<file path="config.mk">
export PLATFORM = sky130hd
export DESIGN_NAME = uart_rx_deserializer
export DESIGN_NICKNAME = d
export VERILOG_FILES = /design/src/rtl/uart_pkg.sv /design/src/rtl/uart_sync2.sv /design/src/rtl/uart_rx_deserializer.sv
export SDC_FILE = /design/constraint.sdc
export NUM_CORES = 1
export LEC_CHECK = 0
export BUFFER_PORTS_ARGS = -buffer_cell sky130_fd_sc_hd__clkbuf_2
export CELL_PAD_IN_SITES_DETAIL_PLACEMENT = 0
export CELL_PAD_IN_SITES_GLOBAL_PLACEMENT = 1
export CORE_UTILIZATION = 30
export CTS_BUF_LIST = sky130_fd_sc_hd__clkbuf_2 sky130_fd_sc_hd__clkbuf_4 sky130_fd_sc_hd__clkbuf_8
export CTS_CLUSTER_DIAMETER = 200
export DETAILED_ROUTE_END_ITERATION = 6
export HOLD_SLACK_MARGIN = 0.12
export PLACE_DENSITY = 0.58
export SYNTH_ARGS = -nofsm -noshare
export SYNTH_HDL_FRONTEND = slang
export SYNTH_HIERARCHICAL = 1
export SYNTH_SLANG_ARGS = --single-unit
</file>
<file path="constraint.sdc">
create_clock -name clk -period 2.1 [get_ports clk]
set_input_delay 0.42 -clock clk [delete_from_list [all_inputs] [get_ports clk]]
set_output_delay 0.42 -clock clk [all_outputs]
set_load 0.02 [all_outputs]
</file>
<file path="src/rtl/uart_pkg.sv">
// Shared types and constants for the UART receive path.
//
// Contents:
//   uart_rx_state_t   - receiver FSM state encoding
//   CLK_HZ, BAUD      - system clock and line rate
//   CLKS_PER_BIT_DEF  - default clk cycles per bit period
package uart_pkg;

    typedef enum logic [1:0] {
        IDLE  = 2'd0,
        START = 2'd1,
        DATA  = 2'd2,
        STOP  = 2'd3
    } uart_rx_state_t;

    localparam int CLK_HZ           = 100_000_000;
    localparam int BAUD             = 115200;
    localparam int CLKS_PER_BIT_DEF = CLK_HZ / BAUD;

endpackage

</file>
<file path="src/rtl/uart_sync2.sv">
// Generic two-flop synchronizer for an asynchronous single-bit input.
//
// Parameters:
//   RESET_VAL - value both stages take during reset (use the idle level of
//               the input so that no false edge is seen when reset is released)
// Ports:
//   clk       - destination clock
//   rst       - synchronous reset, active-high
//   async_sig - asynchronous input
//   sync_sig  - input re-timed to clk, two cycles late
module uart_sync2 #(
    parameter logic RESET_VAL = 1'b1
) (
    input  logic clk,
    input  logic rst,
    input  logic async_sig,
    output logic sync_sig
);

    logic meta;

    always_ff @(posedge clk) begin
        if (rst) begin
            meta     <= RESET_VAL;
            sync_sig <= RESET_VAL;
        end else begin
            meta     <= async_sig;
            sync_sig <= meta;
        end
    end

endmodule

</file>
<file path="src/rtl/uart_rx_deserializer.sv">
// 8N1-style UART receiver: deserializes frames from the rx line into a
// single-entry valid/ready holding register, flagging framing errors and
// overruns.
//
// Parameters:
//   CLKS_PER_BIT - clk cycles per bit period (4..65535)
//   DATA_BITS    - data bits per frame, LSB first (5..8)
// Ports:
//   clk       - system clock
//   rst       - synchronous reset, active-high
//   rx        - asynchronous serial input, idle high
//   rx_ready  - consumer accepts rx_data when high together with rx_valid
//   rx_data   - received byte, stable while rx_valid is high
//   rx_valid  - holding register contains an unread byte
//   frame_err - one-cycle pulse when the stop bit is sampled low
//   overrun   - sticky: a byte completed while the holding register was full
//   busy      - receiver is somewhere inside a frame
module uart_rx_deserializer
    import uart_pkg::*;
#(
    parameter int CLKS_PER_BIT = CLKS_PER_BIT_DEF,
    parameter int DATA_BITS    = 8
) (
    input  logic                 clk,
    input  logic                 rst,
    input  logic                 rx,
    input  logic                 rx_ready,
    output logic [DATA_BITS-1:0] rx_data,
    output logic                 rx_valid,
    output logic                 frame_err,
    output logic                 overrun,
    output logic                 busy
);

    localparam int CNT_W = $clog2(CLKS_PER_BIT);
    localparam int IDX_W = $clog2(DATA_BITS + 1);

    localparam logic [CNT_W-1:0] HALF_CNT = CNT_W'(CLKS_PER_BIT / 2 - 1);
    localparam logic [CNT_W-1:0] WRAP_CNT = CNT_W'(CLKS_PER_BIT - 1);
    localparam logic [IDX_W-1:0] LAST_IDX = IDX_W'(DATA_BITS - 1);

    logic rx_s;

    uart_rx_state_t       state, state_next;
    logic [CNT_W-1:0]     baud_cnt, baud_next;
    logic [IDX_W-1:0]     bit_idx, idx_next;
    logic [DATA_BITS-1:0] shift_reg, shift_next;
    logic [DATA_BITS-1:0] data_next;
    logic                 valid_next;
    logic                 ferr_next;
    logic                 overrun_next;

    // The idle line is high, so the synchronizer resets high to avoid
    // mistaking reset release for a start edge.
    uart_sync2 #(
        .RESET_VAL (1'b1)
    ) u_sync (
        .clk       (clk),
        .rst       (rst),
        .async_sig (rx),
        .sync_sig  (rx_s)
    );

    always_ff @(posedge clk) begin
        if (rst) begin
            state     <= IDLE;
            baud_cnt  <= '0;
            bit_idx   <= '0;
            shift_reg <= '0;
            rx_data   <= '0;
            rx_valid  <= 1'b0;
            frame_err <= 1'b0;
            overrun   <= 1'b0;
        end else begin
            state     <= state_next;
            baud_cnt  <= baud_next;
            bit_idx   <= idx_next;
            shift_reg <= shift_next;
            rx_data   <= data_next;
            rx_valid  <= valid_next;
            frame_err <= ferr_next;
            overrun   <= overrun_next;
        end
    end

    always_comb begin
        state_next   = state;
        baud_next    = baud_cnt;
        idx_next     = bit_idx;
        shift_next   = shift_reg;
        data_next    = rx_data;
        valid_next   = rx_valid;
        ferr_next    = 1'b0;
        overrun_next = overrun;

        // A handshake empties the holding register; a byte completing in the
        // same cycle overrides this below and keeps rx_valid high.
        if (rx_valid && rx_ready) begin
            valid_next = 1'b0;
        end

        case (state)
            IDLE: begin
                if (!rx_s) begin
                    baud_next  = '0;
                    state_next = START;
                end
            end

            // Re-check the line half a bit later so that short low glitches
            // are rejected and all later samples land mid-bit.
            START: begin
                if (baud_cnt == HALF_CNT) begin
                    if (!rx_s) begin
                        baud_next  = '0;
                        idx_next   = '0;
                        state_next = DATA;
                    end else begin
                        state_next = IDLE;
                    end
                end else begin
                    baud_next = baud_cnt + CNT_W'(1);
                end
            end

            // Shifting in from the top leaves the first (LSB) bit at bit 0
            // once all DATA_BITS samples have been taken.
            DATA: begin
                if (baud_cnt == WRAP_CNT) begin
                    baud_next  = '0;
                    shift_next = {rx_s, shift_reg[DATA_BITS-1:1]};
                    idx_next   = bit_idx + IDX_W'(1);
                    if (bit_idx == LAST_IDX) begin
                        state_next = STOP;
                    end
                end else begin
                    baud_next = baud_cnt + CNT_W'(1);
                end
            end

            // Decide at mid stop bit and return to IDLE at once, so a start
            // bit immediately following the stop bit is still caught.
            STOP: begin
                if (baud_cnt == WRAP_CNT) begin
                    baud_next  = '0;
                    state_next = IDLE;
                    if (rx_s) begin
                        if (!rx_valid || rx_ready) begin
                            data_next  = shift_reg;
                            valid_next = 1'b1;
                        end else begin
                            overrun_next = 1'b1;
                        end
                    end else begin
                        ferr_next = 1'b1;
                    end
                end else begin
                    baud_next = baud_cnt + CNT_W'(1);
                end
            end

            default: begin
                state_next = IDLE;
            end
        endcase
    end

    assign busy = (state != IDLE);

endmodule

</file>
==> results of run 1 <==
==> final timing paths <==
path                endpoint  cells after the start   startpoint  slack, ns
max              baud_cnt[2]                      5  baud_cnt[8]       0.14
min              u_sync/meta                      2           rx       0.31
max reg2reg      baud_cnt[2]                      5  baud_cnt[8]       0.14
min reg2reg  u_sync/sync_sig                      1  u_sync/meta       0.41
==> critical path: cells and delay by family, from the launching register on <==
| kind | cells | cell delay (ns) |
|---|---|---|
| compound gates | 2 | 0.70 |
| buf+inv | 1 | 0.22 |
| flops | 1 | 0.40 |
| simple gates | 2 | 0.54 |
==> area by class of cell <==
type | instances | share of cell area
Inverter | 5 | 0.009174
Clock buffer | 7 | 0.04709
Clock inverter | 1 | 0.002446
Sequential cell | 37 | 0.3621
Tap cell | 72 | 0.04404
Multi-Input combinational cell | 147 | 0.4618
Timing Repair Buffer | 25 | 0.07339
==> cell families after synthesis <==
logic type,Yosys count,synth area share
multiplexers,1,0.005670
AND/OR/NAND/NOR,84,0.2856
AO/OA/AOI/OAI,57,0.2126
adder cells (fa/ha/maj),3,0.02126
buffers and inverters,19,0.04535
flip-flops,37,0.4196
XOR/XNOR,2,0.009924
==> power breakdown <==
| part | switching (mW) | leakage [nW] | total [mW] | internal [mW] |
|---|---|---|---|---|
| clock | 0.254 | 0.0542 | 0.550 | 0.297 |
| combinational | 0.0428 | 0.396 | 0.0671 | 0.0243 |
| sequential | 0.00514 | 0.299 | 0.710 | 0.705 |
| total | 0.302 | 0.749 | 1.33 | 1.03 |
==> routing by layer <==
layer / vias to the layer above / GRT usage / wire length (um) / part of all wire
li1: 791 / - / - / -
met4: 0 / 0.08704 / 82 / 0.018
met2: 30 / 0.2748 / 2330 / 0.50
met5: - / 0 / 0 / 0
met3: 8 / 0.03563 / 132 / 0.028
met1: 791 / 0.1994 / 2122 / 0.45
==> metrics by stage <==
step                      total power [mW]  area (um^2)
after floorplan                     0.7702         1765
after global routing                 1.387         2046
after CTS                            1.339         2046
after detailed placement            0.7942         1944
final                                1.328         2046
after global placement              0.7922         1944
==> cells in the final DEF, fill, tap and decap left out, drive strengths merged, types with 2 or more instances in the layout <==
cell type / n
dfxtp: 37
clkbuf: 22
o21ai: 19
nand3: 18
a21oi: 18
nand2: 13
buf: 10
and3: 7
nor2: 6
inv: 5
nor4: 5
nor4b: 4
nor3: 4
nand4b: 3
nand2b: 3
a311o: 3
o21a: 3
ha: 3
nand3b: 2
nor3b: 2
and4b: 2
nor2b: 2
and2: 2
or3: 2
a31oi: 2
xnor2: 2
nand4: 2
or2: 2
o41ai: 2
==> results.sh, run 1 <==
export IMPL_end_kind="flip-flop"
export IMPL_die_width_um=78.71
export IMPL_crit_path_max_incr_delay_ns=0.45
export IMPL_dr_pass1_iters=4
export IMPL_drive_gt1_frac=0.1712
export IMPL_grt_overflow=0
export IMPL_grt_pass1_vias=1623
export IMPL_num_rows=27
export IMPL_syn_inst=203
export IMPL_skew_ns=0.006587
export IMPL_seqCellArea_um2=740.7
export IMPL_yosysTopAreaCell="dfxtp_1"
export IMPL_ys_warn_count=6
export IMPL_placed_cells=286
export IMPL_slew_headroom=0.6036
export IMPL_routed_wirelength_mm=4.668
export IMPL_diodes=0
export IMPL_die_area_um2=6195
export IMPL_critPathKind="reg -> reg"
export IMPL_synth_edf_count=0
export IMPL_area_growth_pct=15.88
export IMPL_synth_ff_type="dfxtp_1"
export IMPL_outcome="finished clean"
export IMPL_pre_cts_ws_ns=0.1679
export IMPL_root_buffer="clkbuf_8"
export IMPL_arrival_ns=2.14
export IMPL_nets=228
export IMPL_ant_nets=0
export IMPL_postCtsSetupBuffers=0
export IMPL_grt_pass1_wl_mm=7.969
export IMPL_synth_seq_cells=37
export IMPL_fin_ws_ns=0.1401
export IMPL_timing_final_hold_violations=0
export IMPL_setup_worst_path_start_class="flip-flop"
export IMPL_syn_area_per_cell_um2=8.697
export IMPL_initial_core_util=0.3167
export IMPL_post_route_drc_count=0
export IMPL_fin_cells=294
export IMPL_post_route_util=0.3670
export IMPL_synthesis_nets=210
export IMPL_hold_path_class="in -> reg"
export IMPL_nFillCells=599
export IMPL_die_h_um=78.71
export IMPL_ys_types=48
export IMPL_antenna_found_initial=0
export IMPL_worstMarginPinSlew_ns=0.5919
export IMPL_synthArstFlopShare=0
export IMPL_place_hpwl_mm=3.353
export IMPL_leakagePower_nw=0.7492
export IMPL_gp_congestion=0.8682
export IMPL_multi_input_area_um2=944.7
export IMPL_clk_latency_ns=0.29
export IMPL_hold_slack_ns=0.3082
export IMPL_setup_viol=0
export IMPL_syn_area_um2=1765
export IMPL_grt_setup_unrepaired="no"
export IMPL_cts_sinks=37
export IMPL_vias=1620
export IMPL_slew_viol_final=0
export IMPL_synth_top_area_share=0.4196
export IMPL_critPathMaxFanout=10
export IMPL_yosysMostFrequentCell="dfxtp_1"
export IMPL_largest_reg_flops=10
export IMPL_cts_buffers=5
export IMPL_path_cells="or3b_4, o41ai_4, buf_4, nor3_2, a221o_1"
export IMPL_core_area_um2=5574
export IMPL_critPathSlowestCell="or3b_4"
export IMPL_peakVddDrop_mv=0.2191
export IMPL_cts_hold_buf=0
export IMPL_cts_tree="yes"
export IMPL_max_freq_mhz=510.2
export IMPL_clk_pin_slew_ns=0.07
export IMPL_clockBufferDepth=2
export IMPL_grt_usage=0.1655
export IMPL_netlist_top_cells_count="dfxtp_1, o21ai_0, a21oi_1, nand3_1, nand2_1"
export IMPL_synthTopCellsByArea="dfxtp_1, o21ai_0, a21oi_1"
export IMPL_via_per_inst=5.510
export IMPL_h_tree_depth=2
export IMPL_post_route_period_util=0.9333
export IMPL_drv_cap=0
export IMPL_drt_first_iter_violations=89
export IMPL_cts_resized=0
export IMPL_p_per_area_nw_per_um2=649.1
export IMPL_post_route_min_period_ns=1.960
export IMPL_grt_max_degree=23
export IMPL_tns_ns=0
export IMPL_seq_area_frac_synth=0.4196
export IMPL_wl_per_cell_um=15.88
export IMPL_required_ns=2.28
export IMPL_io_buffer_count=15
export IMPL_boundaryPins=16
Note: power is estimated with default switching activity, not from simulation.
==> run 2: changes to the inputs <==
- PLACE_DENSITY: 0.58 -> 0.6
- clock period: 2.1 -> 1.6 ns (I/O delays scaled with it)
==> run 2 against run 1 <==
  * Hold slack worse by 0.098 ns
  * Routed wire length is 5.7% higher
  * First-iteration DRC count is 40% lower
  * Largest power group unchanged
  * Critical path depth is 1 higher
  * The run now ends with negative setup slack left
  * Sequential power is 31% higher
==> results.sh, run 2 (synthesis gave the netlist of run 1 again) <==
export IMPL_core_area_um2=5574
export IMPL_skew_ns=0.004097
export IMPL_multi_input_area_um2=1167
export IMPL_critPathSlowestCell="dfxtp_4"
export IMPL_wl_per_cell_um=14.99
export IMPL_initial_core_util=0.3167
export IMPL_slew_headroom=0.7328
export IMPL_r2r_start="baud_cnt[0]"
export IMPL_nets=263
export IMPL_final_common_cell="buf_4"
export IMPL_ant_nets=0
export IMPL_grt_pass1_wl_mm=7.990
export IMPL_hold_start="rx"
export IMPL_drt_first_iter_violations=53
export IMPL_worstMarginPinSlew_ns=0.3986
export IMPL_die_area_um2=6195
export IMPL_whs_endpoint="u_sync/meta"
export IMPL_grt_max_degree=20
export IMPL_area_growth_pct=45.50
export IMPL_violations="negative setup slack"
export IMPL_pre_cts_ws_ns=-0.2329
export IMPL_critPathMaxFanout=6
export IMPL_die_width_um=78.71
export IMPL_rr_worst_depth=6
export IMPL_post_route_drc_count=0
export IMPL_required_ns=1.77
export IMPL_grt_overflow=0
export IMPL_largest_reg_flops=10
export IMPL_drive_gt1_frac=0.4475
export IMPL_path_buf_inv=1
export IMPL_crit_family="compound AO/OA/AOI/OAI gates"
export IMPL_root_buffer="clkbuf_8"
export IMPL_grt_pass1_vias=1744
export IMPL_setup_viol=16
export IMPL_clockBufferDepth=2
export IMPL_antenna_found_initial=0
export IMPL_via_per_inst=5.307
export IMPL_num_rows=27
export IMPL_fin_ws_ns=-0.1823
export IMPL_max_freq_mhz=561.1
export IMPL_slew_viol_final=0
export IMPL_clk_pin_slew_ns=0.07
export IMPL_cts_tree="yes"
export IMPL_dr_pass1_iters=4
export IMPL_setup_worst_path_start_class="flip-flop"
export IMPL_clk_latency_ns=0.28
export IMPL_diodes=0
export IMPL_die_h_um=78.71
export IMPL_cts_hold_buf=0
export IMPL_place_hpwl_mm=3.490
export IMPL_p_per_area_nw_per_um2=663.6
export IMPL_most_common_layout_cells="buf_4, dfxtp_1, nand3_1"
export IMPL_boundaryPins=16
export IMPL_seqCellArea_um2=752.0
export IMPL_gp_congestion=0.8575
export IMPL_arrival_ns=1.96
export IMPL_rrSetupSlack_ns=-0.18
export IMPL_nFillCells=557
export IMPL_post_route_period_util=1.114
export IMPL_post_route_min_period_ns=1.782
export IMPL_outcome="complete, but fails checks"
export IMPL_routed_wirelength_mm=4.933
export IMPL_drv_cap=0
export IMPL_vias=1746
export IMPL_leakagePower_nw=0.9737
export IMPL_end_kind="flip-flop"
export IMPL_reg2reg_to="baud_cnt[8]"
export IMPL_grt_setup_unrepaired="yes"
export IMPL_timing_final_hold_violations=0
export IMPL_crit_path_max_incr_delay_ns=0.38
export IMPL_whs_path_depth=2
export IMPL_path_cells="ha_4, nand4bb_4, o41ai_4, buf_6, and4b_1, a211o_1"
export IMPL_hold_path_class="in -> reg"
export IMPL_cts_sinks=37
export IMPL_peakVddDrop_mv=0.2973
export IMPL_io_buffer_count=15
export IMPL_power_total_mw=1.705
export IMPL_cts_buffers=5
export IMPL_grt_usage=0.1673
export IMPL_h_tree_depth=2
export IMPL_hold_slack_ns=0.2100
export IMPL_critPathKind="reg -> reg"
## run 2: changes by cell type in the layout (fill, tap and decap cells not counted), moves of 9 or more
cell     before  now
buf_4        10   35
o21ai_0      19    9
o21ai_1       0   10
buf_6         0    9
## run 2: power breakdown
part           switching [mW]  internal (mW)
clock network           0.323          0.319
logic                  0.0714         0.0592
registers             0.00746          0.925
## run 2: cell type report
type / count / area share
multi-input cells: 147 / 0.4545
well taps: 72 / 0.03507
clock buffers: 6 / 0.02971
flip-flops and latches: 37 / 0.2927
clock inverters: 2 / 0.003897
repair buffers: 60 / 0.1768
inverters: 5 / 0.007306
## run 2: worst reg2reg max path: cells and delay by family, from the launching register on
kind | cells | cell delay [ns]
adders and majority gates | 1 | 0.15
AOI/OAI and AO/OA | 2 | 0.64
DFF | 1 | 0.38
and+or+nand+nor | 2 | 0.33
buffers and inverters | 1 | 0.18
## run 2: how the worst max path moves through the flow
| stage | start | end | slack [ns] | cells after the start |
|---|---|---|---|---|
| 4_1_cts | baud_cnt[0] | baud_cnt[8] | -0.18 | 6 |
| 3_5_place_dp | baud_cnt[0] | baud_cnt[8] | -0.23 | 6 |
| 6_report | baud_cnt[0] | baud_cnt[8] | -0.18 | 6 |
| 3_3_place_gp | baud_cnt[0] | baud_cnt[8] | -0.18 | 6 |
| 5_1_grt | baud_cnt[0] | baud_cnt[8] | -0.26 | 6 |
| 2_1_floorplan | baud_cnt[3] | baud_cnt[8] | -0.14 | 4 |
## run 2: repair_timing
item,CTS,global route
setup buffers,4,2
resized for setup,26,37
endpoints found under the setup margin,30,34
gates cloned,1,0
pin swaps,6,16
## run 2: metal layers
metal  up-vias  wire [um]  track usage
met5         -          0            0
met4         0        133      0.06852
met3        11        146      0.03563
met2        29       2657       0.3096
met1       845       1996       0.1833
li1        861          -            -
## run 2: metrics by stage
stage | util | instances | instance area, um^2 | setup TNS (ns)
after floorplan | - | 203 | 1814 | -1.029
after global placement | 0.3930 | 314 | 2191 | -2.465
after detailed placement | 0.3930 | 314 | 2191 | -2.714
after CTS | 0.4377 | 327 | 2440 | -0.9866
after global routing | 0.4608 | 329 | 2569 | -2.661
final | 0.4608 | 329 | 2569 | -1.200
